===== src/rtl/seg_scan_driver.sv =====
// Four-digit common-anode 7-segment scanner with per-slot blanking and
// frame-level shadow latching of the digit patterns and enables.
module seg_scan_driver #(
  parameter int REFRESH_DIV  = 100000,
  parameter int BLANK_CYCLES = 1000
) (
  input  logic       clk,
  input  logic       rst_n,
  input  logic [6:0] seg_d0,
  input  logic [6:0] seg_d1,
  input  logic [6:0] seg_d2,
  input  logic [6:0] seg_d3,
  input  logic [3:0] digit_en,
  input  logic       lamp_test,
  output logic [3:0] an,
  output logic [6:0] seg,
  output logic       frame_start
);

  localparam int CW = (REFRESH_DIV > 1) ? $clog2(REFRESH_DIV) : 1;
  localparam logic [CW-1:0] CNT_LAST  = CW'(REFRESH_DIV - 1);
  localparam logic [CW-1:0] BLANK_END = CW'(BLANK_CYCLES);

  logic [CW-1:0]   cnt, cnt_nxt;
  logic [1:0]      idx, idx_nxt;
  logic [3:0][6:0] sh, sh_nxt;
  logic [3:0]      sh_en, sh_en_nxt;
  logic [3:0]      an_nxt;
  logic [6:0]      seg_nxt;
  logic            latch;

  // Outputs are derived from the post-edge slot position and the post-edge
  // shadow contents, so a freshly latched frame is usable in the same cycle.
  always_comb begin
    latch = (cnt == '0) && (idx == 2'd0);
    if (cnt == CNT_LAST) begin
      cnt_nxt = '0;
      idx_nxt = idx + 2'd1;
    end else begin
      cnt_nxt = cnt + CW'(1);
      idx_nxt = idx;
    end
    sh_nxt    = latch ? {seg_d3, seg_d2, seg_d1, seg_d0} : sh;
    sh_en_nxt = latch ? digit_en : sh_en;
    an_nxt    = 4'hF;
    seg_nxt   = 7'h7F;
    if ((cnt_nxt >= BLANK_END) && sh_en_nxt[idx_nxt]) begin
      an_nxt  = ~(4'b0001 << idx_nxt);
      seg_nxt = lamp_test ? 7'h00 : sh_nxt[idx_nxt];
    end
  end

  always_ff @(posedge clk) begin
    if (!rst_n) begin
      cnt         <= '0;
      idx         <= 2'd0;
      sh          <= {4{7'h7F}};
      sh_en       <= 4'h0;
      an          <= 4'hF;
      seg         <= 7'h7F;
      frame_start <= 1'b0;
    end else begin
      cnt         <= cnt_nxt;
      idx         <= idx_nxt;
      sh          <= sh_nxt;
      sh_en       <= sh_en_nxt;
      an          <= an_nxt;
      seg         <= seg_nxt;
      frame_start <= latch;
    end
  end

endmodule


===== config.mk =====
export PLATFORM = sky130hd
export DESIGN_NAME = seg_scan_driver
export DESIGN_NICKNAME = d
export VERILOG_FILES = /design/src/rtl/seg_scan_driver.sv
export SDC_FILE = /design/constraint.sdc
export NUM_CORES = 1
export LEC_CHECK = 0
export BUFFER_PORTS_ARGS = -buffer_cell sky130_fd_sc_hd__buf_4
export CORE_ASPECT_RATIO = 1.2
export CORE_MARGIN = 3
export CORE_UTILIZATION = 30
export DETAILED_ROUTE_END_ITERATION = 10
export GPL_TIMING_DRIVEN = 0
export PLACE_DENSITY_LB_ADDON = 0.1
export SLEW_MARGIN = 20
export SYNTH_ARGS = -nofsm -noshare
export SYNTH_HDL_FRONTEND = slang
export SYNTH_SLANG_ARGS = --single-unit
export TNS_END_PERCENT = 10

===== constraint.sdc =====
create_clock -name clk -period 2.3 [get_ports clk]
set_input_delay 0 -clock clk [delete_from_list [all_inputs] [get_ports clk]]
set_output_delay 0 -clock clk [all_outputs]
set_load 0.02 [all_outputs]

* After elaboration in Yosys (flattened, before gate mapping) *
Cells that the tools add are included.

word-level totals
  register bits after elaboration = 63
  output and inout port bits = 12
  logic and storage cells = 31

operators by class
  add/sub/neg operators = 2
  order comparisons = 2
  equal/unequal tests = 1
  shift operators = 1
  mux-type cells = 9
  bitwise operators = 1
  reductions and logical operators = 5

operators with widths
  operator                                                     count
  2-to-1 mux 28 bit                                            1
  adder 17 x 1 -> 17 bit (second input constant)               1
  equality test 17 bit (second input constant)                 1
  >= comparator 17 x 10 -> 1 bit (second input constant)       1
  zero test 17 bit                                             1
  2-to-1 mux 17 bit                                            1
  binary-select mux 7 bit (select 2 bit)                       1
  2-to-1 mux 7 bit                                             2
  2-to-1 mux 4 bit                                             1
  NOT 4 bit                                                    1
  left shift 1 x 2 -> 4 bit (first input constant)             1
  less-than comparator 2 x 3 -> 1 bit (second input constant)  1
  adder 2 x 1 -> 2 bit (second input constant)                 1
  binary-select mux 1 bit (select 2 bit)                       1
  logical AND 1 bit                                            2
  zero test 2 bit                                              1
  2-to-1 mux 2 bit                                             1
  AND reduction 2 bit                                          1
  2-to-1 mux 1 bit                                             1

* Depth between registers and ports, before layout *
  word-level depth = 7
  mapped depth = 11
  depth with buffers taken out = 9

* Worst setup path before layout *
No wires, ideal clock.

  kind = flip-flop to flip-flop
  start = register cnt[0]
  end = register an[1]
  arrival = 2.337 ns
  path slack = -0.164 ns
  stages on the path, launching flop included = 10
  cell sequence = dfxtp_1 > ha_1 > buf_2 > and4_1 > and4_4 > a21oi_2 > mux2_4 > a221oi_4 > o211ai_4 > or3_1

on the way
  cells in the longest elaborated chain, start to end = 7

ends and longest elaborated chain
  item                                                                            line  source
  start: declaration                                                              24    logic [CW-1:0] cnt, cnt_nxt;
  start signal: assignment                                                        63    cnt <= cnt_nxt;
  parallel branches: the longest is 7 deep, another holds adder 17 x 1 -> 17 bit  -
  end signal: assignment                                                          67    an <= an_nxt;
  end: declaration                                                                15    output logic [3:0] an,

Parallel ways; which one is timed is not known. The select of a mux whose other input is x is not followed.
A chain may end at the register's enable or synchronous reset.

* Worst setup path after layout *
  start = register cnt[5]
  end = register seg[3]

on the way
  cells in the longest elaborated chain, start to end = 7

ends and longest elaborated chain
  item                                                                            line  source
  parallel branches: the longest is 7 deep, another holds adder 17 x 1 -> 17 bit  -
  end signal: assignment                                                          68    seg <= seg_nxt;
  end: declaration                                                                16    output logic [6:0] seg,

Parallel ways; which one is timed is not known. The select of a mux whose other input is x is not followed.

==> summary.md <==
| Metric | Value |
|---|---|
| Status | `finished, violations left` |
| Violated checks | `hold timing, setup timing` |
| Tot Pwr | `3.06 mW` |
| Static Leak | `1.93 nW` |
| Critical path class | `reg2reg` |
| DP Wirelength | `7230 µm` |
| GPL Wtd Cong | `0.835` |
| Crit-path slowest cell | `nor4_4` |
| Register area | `1280 µm²` |
| Post-layout nets | `561` |
| Dominant cells by area after synthesis | `dfxtp_1, nand2_1, nand3_1` |
| Gate power share | `14.7%` |
| Area grow syn2layout | `46.9%` |
| Crit path launch | `cnt[5]$_SDFF_PN0_` |
| Root Buffer | `clkbuf_16` |
| PortBufs | `45` |
| Top Usage Layer GRT | `met2` |
| Startpoint types | `flip-flop` |
| Crit Reg-Reg Startpoint | `cnt[5]$_SDFF_PN0_` |
| Antenna violations before repair | `0` |
| Most frequent cells in the layout | `nand2_1, buf_4, dfxtp_1` |
| Initial Util | `31.4%` |
| Filler cells | `1051` |
| Via count | `3310` |
| Most common cell after layout, fill and taps aside | `nand2_1` |
| Crit path capture type | `flip-flop` |
| Vias/cell | `5.06` |
| GRT overflow | `0` |
| Num CTS Buffers | `9` |
| Final period util | `109%` |
| CP Max Fanout | `6` |
| Met3 usage | `3.60%` |
| Clock sink count | `63` |
| Critical Path RT | `2.51 ns` |
| Clk pin slew, worst setup/hold paths | `0.05 ns` |
| Fmax | `400 MHz` |
| Row Count | `40` |
| DRT antenna net count | `0` |
| Ports | `47` |
| Total wire length after detailed routing | `10400 µm` |
| Final Max Tran Viols | `0` |
| Area of the die | `12000 µm²` |
| Synth Net Count | `455` |
| Yosys cell types | `56` |
| Unrepaired setup endpoints after global routing | `yes` |
| Final Hold Viols | `1` |
| M1 GR Usage | `21.6%` |
| Post-synth ARST share | `0%` |
| Met2 Resource Use GR | `32.2%` |
| Core footprint | `10300 µm²` |
| Ys Warns | `0` |
| Share of layout cells above drive strength 1 | `27.5%` |
| Area leader, netlist | `dfxtp_1` |
| Final cell count without fillers | `654` |
| Remaining DRCs | `0` |
| Largest net degree at the start of global routing | `11` |
| Worst path cell trace | `nor4_4, nand4_1, buf_6, o21ai_4, a2bb2oi_4, a221oi_4, o211ai_4, buf_4, a31o_2` |
| Router iterations before antenna repair | `4` |
| Worst IR drop on VDD | `0.290 mV` |
| H-Tree Level Count | `3` |
| Sequential area share after synthesis | `39.1%` |
| Flops & latches, synth | `63` |
| Actual slew at the worst max-slew pin | `0.628 ns` |
| Hold Slack | `-0.0109 ns` |
| Worst Hold Class | `in2reg` |
| # setup viols final | `10` |
| Mapped Cells | `417` |
| Antenna Cells | `0` |
| CTS tree | `yes` |
| Worst EP arrival | `2.71 ns` |
| WL/cell | `16.0 µm` |
| Final setup slack of the worst path | `-0.198 ns` |
| GR Util All Layers | `18.7%` |
| Vias in the first global route | `3439` |
| Slew margin rel. | `58.1%` |
| Sequential share of power | `39.4%` |
| Post-Place Cells | `588` |
| Critical Path Max Stage Delay | `0.38 ns` |
| Sw frac | `25.1%` |
| First-pass GRT wire length | `17400 µm` |
| Main synth FF type | `dfxtp_1` |
| Net Switching | `0.771 mW` |
| Pwr dens | `647 nW/µm²` |
| Die W | `101 µm` |
| Clock Power Share | `45.9%` |
| Multi-input gate area | `2010 µm²` |
| Max Cap Viol | `0` |
| First DRT Iteration DRCs | `117` |
| Clk_skew | `0.00662 ns` |
| Avg Inst Size Synth | `7.73 µm²` |
| Crit path buf inv count | `2` |
| Post-Syn Area | `3220 µm²` |
| Pint | `2.29 mW` |
| Tmin final | `2.50 ns` |
| CP top delay family | `compound AO/OA/AOI/OAI gates` |
| Top-area cell type share of the netlist area | `39.1%` |
| Worst skew pair latency | `0.33 ns` |
| Number of synthesized flops with an enable pin | `0` |
| Hold_sp | `digit_en[3]` |
| Die Y | `120 µm` |
| Clk buf depth | `2` |
-- state kept, by name, summed over array words and instances (netlist names) --
| signal | cells |
|---|---|
| sh | 28 |
| cnt | 17 |
| seg | 7 |
| an | 4 |
| sh_en | 4 |
| idx | 2 |
| frame_start | 1 |
-- cell families (layout without fill, tap and decap cells) --
| kind of cell | after synthesis | count (layout) | share of synthesized area, % |
|---|---|---|---|
| simple gates | 236 | 236 | 33.7 |
| mux | 10 | 10 | 3.26 |
| xor+xnor | 15 | 15 | 4.07 |
| buf+inv | 33 | 143 | 4.77 |
| compound gates | 57 | 58 | 13.9 |
| flops | 63 | 63 | 39.1 |
| fa+ha+maj | 3 | 3 | 1.16 |
-- final timing paths --
check,cells after the start,to,slack (ns)
max,9,seg[3]$_SDFF_PN1_,-0.20
max reg2reg,9,seg[3]$_SDFF_PN1_,-0.20
min reg2reg,2,sh[11]$_SDFF_PN1_,0.47
min,3,sh_en[3]$_SDFF_PN0_,-0.01
-- per-stage QoR --
step	instance area (µm²)	setup WS [ns]	TNS (ns)	utilization, %
after floorplan	3230	0.000491	0	-
after CTS	4610	-0.206	-1.82	44.9
after global routing	4740	-0.295	-3.55	46.2
after detailed placement	3730	-0.501	-4.52	36.4
final	4740	-0.198	-1.67	46.2
after global placement	3730	-0.499	-4.48	36.4
-- synth_stat cells, types with 4 or more instances --
master,number
a32oi_1,6
nand3_1,39
inv_1,6
dfxtp_1,63
nor2_1,32
nor3_1,5
nand4_1,7
a31oi_1,8
xor2_1,7
buf_2,8
nand2_1,120
xnor2_1,8
a31o_2,7
clkbuf_1,15
o21ai_0,4
mux2i_1,9
and2_1,5
and3_1,6
a21oi_1,12
nor4_1,4
-- power by group through the flow --
stage / sequential [mW] / clock [mW] / combinational (mW)
global route: 1.22 / 1.50 / 0.511
global placement: 1.23 / 0 / 0.357
detailed placement: 1.23 / 0 / 0.360
CTS: 1.21 / 1.45 / 0.443
finish: 1.21 / 1.41 / 0.451
floorplan: 1.22 / 0 / 0.230
-- routing by layer --
metal / part of all wire [%] / wire (µm)
met1: 42 / 4420
met2: 52 / 5460
met3: 2.7 / 277
met4: 2.8 / 293
met5: 0 / 0
-- tightest hold or removal path, delay by kind of cell --
family / cells / cell delay [ns]
buf+inv: 1 / 0.09
mux: 1 / 0.08
simple gates: 1 / 0.10
-- cell type report --
| cell class | instances | area share, % |
|---|---|---|
| well taps | 126 | 3.33 |
| inverters | 6 | 0.476 |
| clock buffers | 13 | 5.71 |
| repair buffers | 98 | 17.6 |
| plain buffers | 23 | 2.62 |
| flip-flops and latches | 63 | 27.0 |
| multi-input cells | 322 | 42.4 |
| clock inverters | 3 | 0.845 |
-- repair_timing --
item	in CTS	in global routing
pin swaps	10	13
hold buffers	30	1
setup buffers	15	7
gates resized for setup	31	33
gates cloned	1	0
setup endpoints to repair	18	44
hold endpoints to repair	30	1
Note: power is estimated with default switching activity, not from simulation.
